===== src/rtl/control_unit.sv =====
// rtl/control_unit.sv - multi-cycle control unit: fetch/decode/exec/mem/wb sequencer
// with retire counter, sticky illegal-opcode and memory-timeout flags.
module control_unit #(
  parameter int OPCODE_WIDTH = 6,
  parameter int CNT_WIDTH    = 32,
  parameter int MEM_TIMEOUT  = 15
) (
  input  logic                    c_clk,
  input  logic                    c_rst,
  input  logic                    c_i_en,
  input  logic [OPCODE_WIDTH-1:0] c_i_opcode,
  input  logic                    c_i_mem_ready,
  output logic                    c_o_ce,
  output logic                    c_o_RegDst,
  output logic                    c_o_RegWrite,
  output logic                    c_o_ALUSrc,
  output logic                    c_o_Branch,
  output logic                    c_o_MemRead,
  output logic                    c_o_MemWrite,
  output logic                    c_o_MemtoReg,
  output logic [2:0]              c_o_state,
  output logic                    c_o_instr_done,
  output logic [CNT_WIDTH-1:0]    c_o_instr_cnt,
  output logic                    c_o_illegal,
  output logic                    c_o_mem_err
);

  typedef enum logic [2:0] {
    IDLE   = 3'd0,
    FETCH  = 3'd1,
    DECODE = 3'd2,
    EXEC   = 3'd3,
    MEM    = 3'd4,
    WB     = 3'd5
  } state_t;

  localparam int WW = $clog2(MEM_TIMEOUT + 1);

  localparam logic [OPCODE_WIDTH-1:0] OP_R    = OPCODE_WIDTH'(6'h00);
  localparam logic [OPCODE_WIDTH-1:0] OP_LW   = OPCODE_WIDTH'(6'h23);
  localparam logic [OPCODE_WIDTH-1:0] OP_SW   = OPCODE_WIDTH'(6'h2B);
  localparam logic [OPCODE_WIDTH-1:0] OP_BEQ  = OPCODE_WIDTH'(6'h04);
  localparam logic [OPCODE_WIDTH-1:0] OP_BNE  = OPCODE_WIDTH'(6'h05);
  localparam logic [OPCODE_WIDTH-1:0] OP_ADDI = OPCODE_WIDTH'(6'h08);
  localparam logic [OPCODE_WIDTH-1:0] OP_SLTI = OPCODE_WIDTH'(6'h0A);
  localparam logic [OPCODE_WIDTH-1:0] OP_ANDI = OPCODE_WIDTH'(6'h0C);
  localparam logic [OPCODE_WIDTH-1:0] OP_ORI  = OPCODE_WIDTH'(6'h0D);

  function automatic logic is_ialu(input logic [OPCODE_WIDTH-1:0] op);
    return (op == OP_ADDI) || (op == OP_SLTI) || (op == OP_ANDI) || (op == OP_ORI);
  endfunction

  function automatic logic is_mem(input logic [OPCODE_WIDTH-1:0] op);
    return (op == OP_LW) || (op == OP_SW);
  endfunction

  function automatic logic is_branch(input logic [OPCODE_WIDTH-1:0] op);
    return (op == OP_BEQ) || (op == OP_BNE);
  endfunction

  function automatic logic is_legal(input logic [OPCODE_WIDTH-1:0] op);
    return (op == OP_R) || is_mem(op) || is_branch(op) || is_ialu(op);
  endfunction

  state_t                  state, next_state, end_state;
  logic [OPCODE_WIDTH-1:0] opc, next_opc;
  logic [WW-1:0]           wait_cnt, next_wait;
  logic                    retire, set_illegal, set_mem_err;

  always_comb begin
    next_state  = state;
    next_opc    = opc;
    next_wait   = wait_cnt;
    retire      = 1'b0;
    set_illegal = 1'b0;
    set_mem_err = 1'b0;
    end_state   = c_i_en ? FETCH : IDLE;
    case (state)
      IDLE:   if (c_i_en) next_state = FETCH;
      FETCH:  next_state = DECODE;
      DECODE: begin
        next_opc = c_i_opcode;
        if (is_legal(c_i_opcode)) begin
          next_state = EXEC;
        end else begin
          set_illegal = 1'b1;
          next_state  = end_state;
        end
      end
      EXEC: begin
        if (is_mem(opc)) begin
          next_state = MEM;
          next_wait  = '0;
        end else if (is_branch(opc)) begin
          retire     = 1'b1;
          next_state = end_state;
        end else begin
          next_state = WB;
        end
      end
      MEM: begin
        // ready takes priority over a timeout landing in the same cycle
        if (c_i_mem_ready) begin
          if (opc == OP_LW) begin
            next_state = WB;
          end else begin
            retire     = 1'b1;
            next_state = end_state;
          end
        end else if (wait_cnt == WW'(MEM_TIMEOUT - 1)) begin
          set_mem_err = 1'b1;
          next_state  = end_state;
        end else begin
          next_wait = wait_cnt + WW'(1);
        end
      end
      WB: begin
        retire     = 1'b1;
        next_state = end_state;
      end
      default: next_state = IDLE;
    endcase
  end

  // Outputs are registered from the next state/opcode so they line up with the state they describe.
  always_ff @(posedge c_clk or posedge c_rst) begin
    if (c_rst) begin
      state          <= IDLE;
      opc            <= '0;
      wait_cnt       <= '0;
      c_o_ce         <= 1'b0;
      c_o_RegDst     <= 1'b0;
      c_o_RegWrite   <= 1'b0;
      c_o_ALUSrc     <= 1'b0;
      c_o_Branch     <= 1'b0;
      c_o_MemRead    <= 1'b0;
      c_o_MemWrite   <= 1'b0;
      c_o_MemtoReg   <= 1'b0;
      c_o_instr_done <= 1'b0;
      c_o_instr_cnt  <= '0;
      c_o_illegal    <= 1'b0;
      c_o_mem_err    <= 1'b0;
    end else begin
      state          <= next_state;
      opc            <= next_opc;
      wait_cnt       <= next_wait;
      c_o_ce         <= (next_state == FETCH);
      c_o_ALUSrc     <= ((next_state == EXEC) || (next_state == MEM) || (next_state == WB))
                        && (is_mem(next_opc) || is_ialu(next_opc));
      c_o_Branch     <= (next_state == EXEC) && is_branch(next_opc);
      c_o_MemRead    <= (next_state == MEM) && (next_opc == OP_LW);
      c_o_MemWrite   <= (next_state == MEM) && (next_opc == OP_SW);
      c_o_RegWrite   <= (next_state == WB);
      c_o_RegDst     <= (next_state == WB) && (next_opc == OP_R);
      c_o_MemtoReg   <= (next_state == WB) && (next_opc == OP_LW);
      c_o_instr_done <= retire;
      if (retire) c_o_instr_cnt <= c_o_instr_cnt + CNT_WIDTH'(1);
      if (set_illegal) c_o_illegal <= 1'b1;
      if (set_mem_err) c_o_mem_err <= 1'b1;
    end
  end

  assign c_o_state = state;

endmodule


===== config.mk =====
export PLATFORM = sky130hd
export DESIGN_NAME = control_unit
export DESIGN_NICKNAME = d
export VERILOG_FILES = /design/src/rtl/control_unit.sv
export SDC_FILE = /design/constraint.sdc
export NUM_CORES = 1
export LEC_CHECK = 0
export CAP_MARGIN = 0
export CORE_ASPECT_RATIO = 1.1
export CORE_MARGIN = 5
export CORE_UTILIZATION = 53
export CTS_BUF_LIST = sky130_fd_sc_hd__clkbuf_4
export CTS_CLUSTER_SIZE = 14
export DETAILED_ROUTE_END_ITERATION = 10
export GPL_TIMING_DRIVEN = 0
export HOLD_SLACK_MARGIN = 0.08
export PLACE_DENSITY_LB_ADDON = 0.05
export RECOVER_POWER = 100
export SLEW_MARGIN = 40
export SYNTH_ARGS = -nofsm -noshare
export SYNTH_HDL_FRONTEND = slang
export SYNTH_SLANG_ARGS = --single-unit

===== constraint.sdc =====
create_clock -name c_clk -period 2.4 [get_ports c_clk]
set_clock_uncertainty 0.1 [all_clocks]
set_input_delay 0.24 -clock c_clk [delete_from_list [all_inputs] [get_ports c_clk]]
set_output_delay 0.24 -clock c_clk [all_outputs]
set_load 0.05 [all_outputs]

* Yosys cells after proc, flatten, opt, wreduce, memory -nomap -nowiden
Index checks and enable logic that the tools add are counted.
** Cells by class
- Add/subtract/negate cells :: 2
- Equality and inequality tests :: 33
- Mux-type cells :: 24
- Reductions and logical operators :: 29
** Operator list (count)
- 6-bit by 4-bit equality test with 1-bit output (second input constant) :: 8
- 6-bit by 3-bit equality test with 1-bit output (second input constant) :: 6
- 6-bit equality test (second input constant) :: 6
- 32-bit by 1-bit adder with 32-bit output (second input constant) :: 1
- 1-bit logical OR :: 18
- 3-bit 2-to-1 mux :: 6
- 3-bit case mux with 6 select lines :: 1
- 3-bit equality test (second input constant) :: 4
- 6-bit zero test :: 2
- 4-bit 2-to-1 mux :: 3
- 1-bit 2-to-1 mux :: 10
- 3-bit by 2-bit equality test with 1-bit output (second input constant) :: 3
- 4-bit case mux with 2 select lines :: 1
- 3-bit by 1-bit equality test with 1-bit output (second input constant) :: 2
- 1-bit logical AND :: 6
- 6-bit 2-to-1 mux :: 1
- 2-bit != test (second input constant) :: 3
- 4-bit by 1-bit adder with 4-bit output (second input constant) :: 1
- 4-bit equality test (second input constant) :: 1
- 4-bit AND reduction :: 1
- 3-bit zero test :: 1
- 1-bit case mux with 3 select lines :: 1
- 2-bit 2-to-1 mux :: 1
- 2-bit nonzero test :: 1
** Word-level totals
- Flip-flop bits (word level) :: 56
- Input bits :: 10
- Output and inout port bits :: 46
- Word-level logic and storage cells :: 103

* Logic depth before layout (Yosys ltp)
Gate-level depths: netlist (run 1).
- Depth after elaboration :: 11
- Mapped depth :: 7
- Depth with buffers taken out :: 7

* Least setup slack after synthesis (run 1)
Ideal clock, no wire load.
- Path type :: reg-to-reg
- Start point :: register state[0] (netlist: c_o_state[0])
- End point :: register c_o_RegDst
- Library setup time :: 101 ps
- Arrival :: 2181 ps
- Data required time :: 2199 ps
- Path slack :: 18 ps
- Stages on the path, launching flop included :: 7
- Path buffers :: 1
- Period minus slack after synthesis :: 2382 ps
- Cells stage by stage :: dfrtp_1 buf_6 nor3b_4 mux2i_1 inv_1 or4_1 nor4_1
** On the way
- Elaborated cells on any way between the ends :: 14
** RTL lines
- start: declaration :: RTL line 65 : state_t state, next_state, end_state;
- start signal: assignment :: RTL line 144 : state <= next_state;
- 3-bit by 2-bit equality test with 1-bit output :: RTL line 78 : case (state)
- 6-bit 2-to-1 mux :: RTL line 78
- net next_opc[3] :: RTL line 66 : logic [OPCODE_WIDTH-1:0] opc, next_opc;
- 6-bit zero test :: RTL line 154 : c_o_RegDst <= (next_state == WB) && (next_opc == OP_R);
- 1-bit logical AND :: RTL line 154
- end signal: assignment :: RTL line 154
- end: declaration :: RTL line 14 : output logic c_o_RegDst,
The timed path passes the listed nets, and every way through them passes these cells.
A chain may end at the register's enable or synchronous reset.

* Worst setup path after layout (run 1)
Ends and elaborated chain as after synthesis.

==> flow_summary.json, run 1 <==
{
  "status": "completed",
  "cp_top_family": "simple AND/OR/NAND/NOR gates",
  "holdWs_ns": 0.380,
  "num_vias": 2047,
  "core_um2": 5000,
  "worst_pin_slew_ns": 0.664,
  "gp_congestion": 0.848,
  "wire_per_inst_um": 14.7,
  "grt_pass1_wl_mm": 9.36,
  "cp.buffers_inverters": 3,
  "drv_slew": 0,
  "hpwl_mm": 4.16,
  "die_h_um": 85.1,
  "setup-tns-final_ns": 0,
  "syn_avg_cell_area_um2": 10.9,
  "ys_seq_area_share_pct": 51.6,
  "cts_sinks": 56,
  "syn2layout_area_growth_pct": 28.8,
  "synth_edf_count": 0,
  "ioPinCount": 56,
  "cts_tree": "done",
  "gr-total-overflow": 0,
  "io_buffers": 55,
  "crit_chain": "buf_6, nor3b_4, buf_4, mux2i_1, inv_1, or4_1, nor4_2",
  "cp_slowest_cell": "or4_1",
  "yosysUniqueCellTypes": 53,
  "cts.clk_slew.worst_paths_ns": 0.15,
  "antennaDiodeCount": 0,
  "track_usage_pct": 17.4,
  "hp-class": "flip-flop to flip-flop",
  "finalSetupViolCount": 0,
  "dpl_cell_area_um2": 3360,
  "yosysWarnings": 0,
  "remaining_drc_errors": 0,
  "final_cell_mix": "dfrtp_1 (54), clkdlybuf4s50_1 (54), nand2_1 (21), xnor2_1 (16), inv_1 (16)",
  "die_x_um": 78.2,
  "synth_seq_cells": 56,
  "drt_first_pass_iters": 4,
  "postRouteAntennaNets": 0,
  "final_cell_area_um2": 3500,
  "finalHoldViolations": 0,
  "cts_buffer_depth": 2,
  "h-tree-depth": 2,
  "syn_nets": 263,
  "required_ns": 2.59,
  "fin_nets": 330,
  "syn_inst": 250,
  "grt_max_degree": 42,
  "cts_made_buffers": 5,
  "fmax_ghz": 0.435,
  "crit_type": "flip-flop to flip-flop",
  "crit_path_start_kind": "flip-flop",
  "fin_crit_ns": 2.30,
  "arrival_ns": 2.49,
  "ir_drop_mv": 0.731,
  "clock_latency_ns": 0.37,
  "synth_top_flop_cell": "dfrtp_1",
  "syn-cell-area_um2": 2720,
  "num_rows": 27,
  "grt_pass1_vias": 1954,
  "p_total_uw": 3030,
  "async_flop_share_pct": 100,
  "max-slew-margin-rel_pct": 55.5,
  "drt-total-wl_mm": 5.54,
  "p_leak_uw": 0.00152,
  "dieArea_um2": 6660,
  "power_density_nw_per_um2": 865,
  "max-cap-violations": 0,
  "drive_gt1_share_pct": 12.3,
  "drt_iter0_drc": 108,
  "slowest_delay_ns": 0.53,
  "timing.final.crit_share_pct": 95.8,
  "cp_max_fo": 10,
  "start_util_pct": 54.3,
  "rsz0062_at_grt": "true",
  "root_buffer": "clkbuf_4",
  "antenna_found_initial": 0,
  "viasPerCell": 5.44,
  "cp-end-kind": "flip-flop"
}
worst paths after layout:
path                                    from           end  slack, ns  depth (start not counted)
worst min register to register   c_o_illegal   c_o_illegal       0.38                          1
worst max-delay path            c_o_state[0]    c_o_RegDst       0.10                          7
worst max register to register  c_o_state[0]    c_o_RegDst       0.10                          7
max in group asynchronous              c_rst  c_o_state[2]       0.40                          4
worst min-delay path             c_o_illegal   c_o_illegal       0.38                          1
min in group asynchronous              c_rst        opc[3]       0.81                          3
repair_timing:
item | CTS | global route
gates resized for setup | 1 | 8
hold endpoints to repair | 15 | 0
setup buffers | 0 | 3
hold buffers | 1 | 0
gates cloned | 0 | 0
setup endpoints to repair | 1 | 10
pin swaps | 0 | 1
report_power, final:
| part | internal (uW) | switching [uW] |
|---|---|---|
| clock | 230 | 282 |
| sequential | 1090 | 186 |
| combinational | 471 | 762 |
| total | 1790 | 1230 |
state kept, by name, summed over array words and instances, names as in the netlist:
| name | cells |
|---|---|
| opc | 6 |
| c_o_state | 3 |
| c_o_ce | 1 |
| c_o_RegWrite | 1 |
| c_o_instr_cnt | 32 |
| c_o_MemRead | 1 |
| c_o_mem_err | 1 |
| c_o_RegDst | 1 |
| c_o_illegal | 1 |
| c_o_instr_done | 1 |
| wait_cnt | 4 |
| c_o_ALUSrc | 1 |
| c_o_Branch | 1 |
| c_o_MemtoReg | 1 |
| c_o_MemWrite | 1 |
logic make-up (layout without fill, tap and decap cells):
kind of cell	after synthesis	after routing	share of synthesized area [%]
muxes	6	6	2.26
DFF	56	56	51.6
adders and majority gates	3	3	1.38
xor gates and xnor gates	31	31	10.0
and+or+nand+nor	106	106	22.7
buffers and inverters	19	87	2.95
AOI/OAI and AO/OA	29	29	9.08
final cells by class:
cell class | instances | area, um^2
flip-flops and latches | 56 | 1400
multi-input cells | 175 | 1270
clock buffers | 6 | 45.0
inverters | 17 | 65.1
repair buffers | 60 | 591
well taps | 58 | 72.6
clock inverters | 2 | 35.0
fillers | 387 | 1500
plain buffers | 2 | 16.3
per-layer routing:
metal	wire (um)	vias up	GRT usage [%]
met3	272	4	3.61
met4	38	0	4.61
li1	-	1007	-
met1	2470	971	23.0
met5	0	-	0
met2	2760	65	29.2
through the flow:
stage / setup WS, ns / instances / utilization (%)
after floorplan: 0.0179 / 250 / -
after global placement: -0.322 / 363 / 66.8
after detailed placement: -0.0202 / 364 / 67.2
after CTS: 0.0188 / 373 / 69.1
after global routing: -0.0906 / 376 / 70.0
final: 0.100 / 376 / 70.0
cells in the mapped netlist (2+ instances only):
library cell	n	area, um^2
a21oi_1	4	20.0
nor4_1	2	12.5
nand2b_1	4	25.0
and4_1	2	17.5
nand4_1	7	43.8
o21ai_0	7	35.0
nand2_1	21	78.8
and2_1	4	25.0
nor3_1	14	70.1
ha_1	3	37.5
nor4_2	4	50.1
xnor2_1	16	140
xor2_1	15	131
and3_1	3	18.8
nor2b_1	3	18.8
mux2i_1	5	50.1
nor2_1	14	52.6
inv_1	17	63.8
or2_2	2	12.5
dfrtp_1	56	1400
nand3_1	14	70.1
o31ai_1	2	15.0
Note: power is estimated with default switching activity, not from simulation.
==> run 2, diff against run 1 <==
--- a/config.mk
+++ b/config.mk
@@ -7,10 +7,9 @@
 export LEC_CHECK = 0
 export CAP_MARGIN = 0
 export CORE_ASPECT_RATIO = 1.1
-export CORE_MARGIN = 5
+export CORE_MARGIN = 3
 export CORE_UTILIZATION = 53
 export CTS_BUF_LIST = sky130_fd_sc_hd__clkbuf_4
-export CTS_CLUSTER_SIZE = 14
 export DETAILED_ROUTE_END_ITERATION = 10
 export GPL_TIMING_DRIVEN = 0
 export HOLD_SLACK_MARGIN = 0.08
==> run 2 against run 1 <==
  * Count of clock-buffer cells in the layout decreased by 1
  * Power increased by 0.72%
  * Clock power decreased by 1%
  * Utilization increased by 3.3 points
  * Routed wire length increased by 1.8%
  * Non-clock buffer count unchanged
  * Cell count decreased by 0.53%
  * Critical path type unchanged
  * Combinational power about the same
  * Fmax decreased by 0.92%
==> flow_summary.json, run 2 (synthesis gave the netlist of run 1 again) <==
{
  "power_density_nw_per_um2": 869,
  "crit_type": "flip-flop to flip-flop",
  "grt_max_degree": 42,
  "cts.clk_slew.worst_paths_ns": 0.15,
  "r2r_end": "c_o_MemRead",
  "p_leak_uw": 0.00153,
  "gp_congestion": 0.874,
  "drive_gt1_share_pct": 11.6,
  "crit_start": "opc[3]",
  "gr-total-overflow": 0,
  "crit_path_start_kind": "flip-flop",
  "reg.largest.list": "c_o_instr_cnt x32, opc x6, wait_cnt x4",
  "core_um2": 4780,
  "die_x_um": 74.2,
  "h-tree-depth": 2,
  "met3_usage_pct": 4.33,
  "root_buffer": "clkbuf_4",
  "antenna_found_initial": 0,
  "grt-busiest-layer": "met2",
  "die_h_um": 81.1,
  "cp_max_fo": 5,
  "final_cell_mix": "dfrtp_1 (56), clkdlybuf4s50_1 (54), nand2_1 (21), xnor2_1 (16), inv_1 (16)",
  "fin_crit_ns": 2.32,
  "grt_pass1_wl_mm": 9.13,
  "clock_latency_ns": 0.38,
  "drv_slew": 0,
  "placed_cells_incl_taps": 362,
  "dieArea_um2": 6020,
  "final_common_cell": "dfrtp_1",
  "dpl_cell_area_um2": 3360,
  "arrival_ns": 2.55,
  "r2r_cells": 5,
  "drt-total-wl_mm": 5.64,
  "finalHoldViolations": 0,
  "timing.final.crit_share_pct": 96.7,
  "n_fill_cell": 344,
  "cts_tree": "done",
  "remaining_drc_errors": 0,
  "fin_util_pct": 73.3,
  "place_ws_ns": -0.0167,
  "final_cell_area_um2": 3510,
  "hp-class": "flip-flop to flip-flop",
  "rsz0062_at_grt": "true",
  "num_rows": 26,
  "largest_reg_flops": 32,
  "cp-end-kind": "flip-flop",
  "syn2layout_area_growth_pct": 29.1,
  "timing.rr.start": "opc[3]",
  "fmax_ghz": 0.431,
  "num_vias": 2083,
  "ioPinCount": 56,
  "viasPerCell": 5.57,
  "max-slew-margin-rel_pct": 42.9,
  "regMostFlops": "c_o_instr_cnt",
  "required_ns": 2.63,
  "ir_drop_mv": 0.785,
  "holdWs_ns": 0.383,
  "worst_pin_slew_ns": 0.835,
  "status": "completed",
  "hpwl_mm": 4.17,
  "cts_made_buffers": 5,
  "holdPathStages": 1,
  "cts_buffer_depth": 2,
  "antennaDiodeCount": 0,
  "max-cap-violations": 0,
  "io_buffers": 55,
  "fin_cells": 374,
  "grtUsageMet2_pct": 34.2,
  "final-seq-area_um2": 1400,
  "cp-endpoint": "c_o_MemRead",
  "fin_nets": 330,
  "track_usage_pct": 19.7,
  "start_util_pct": 56.8,
  "postRouteAntennaNets": 0,
  "drt_first_pass_iters": 4,
  "use_met1_pct": 24.2,
  "drt_iter0_drc": 113,
  "r2r_slack_ns": 0.08,
  "grt_pass1_vias": 1970,
  "multi_input_area_um2": 1280,
  "fin_ws_ns": 0.0788,
  "cts_sinks": 56,
  "wire_per_inst_um": 15.1,
  "finalSetupViolCount": 0
}
## run 2: area by class of cell
type	instances	share of cell area (%)
Sequential cell	56	40.0
Multi-Input combinational cell	175	36.6
Tap cell	56	2.00
Timing Repair Buffer	60	16.8
Buffer	2	0.464
Inverter	17	1.86
Clock inverter	3	1.21
Clock buffer	5	1.07
## run 2: worst max-delay path, stage by stage (launching register included)
cell and delay, ns:
dfrtp_1 0.50, or4b_4 0.58, or2_1 0.26, a41o_1 0.27, a211oi_4 0.36, and3_1 0.20
## run 2: worst min-delay path by stage
stage	from	end	slack (ns)
after floorplan	c_i_opcode[5]	opc[5]	0.28
after global routing	c_i_opcode[5]	opc[5]	0.40
after CTS	c_i_opcode[5]	opc[5]	0.37
final	c_o_illegal	c_o_illegal	0.38
after detailed placement	c_o_illegal	c_o_illegal	0.35
after global placement	c_o_illegal	c_o_illegal	0.35
## run 2: report_power, final
group | switching, uW | internal, uW
sequential | 188 | 1090
clock | 288 | 218
combinational | 776 | 487
## run 2: layer usage
layer	wire (um)	part of all wire [%]
met3	264	4.7
met5	0	0
met4	95	1.7
met1	2390	42
met2	2890	51
## run 2: metrics by stage
stage / TNS (ns) / power [uW]
5_1_grt: -0.00245 / 3230
4_1_cts: 0 / 3010
3_3_place_gp: -18.27 / 2430
3_5_place_dp: -0.0167 / 2470
2_1_floorplan: 0 / 2110
6_report: 0 / 3050
## run 2: repair_timing
item / in CTS / in global routing
hold endpoints to repair: 15 / 0
endpoints found under the setup margin: 1 / 10
setup buffers: 3 / 0
resized for setup: 0 / 9
hold buffers: 1 / 0
pin swaps: 1 / 2
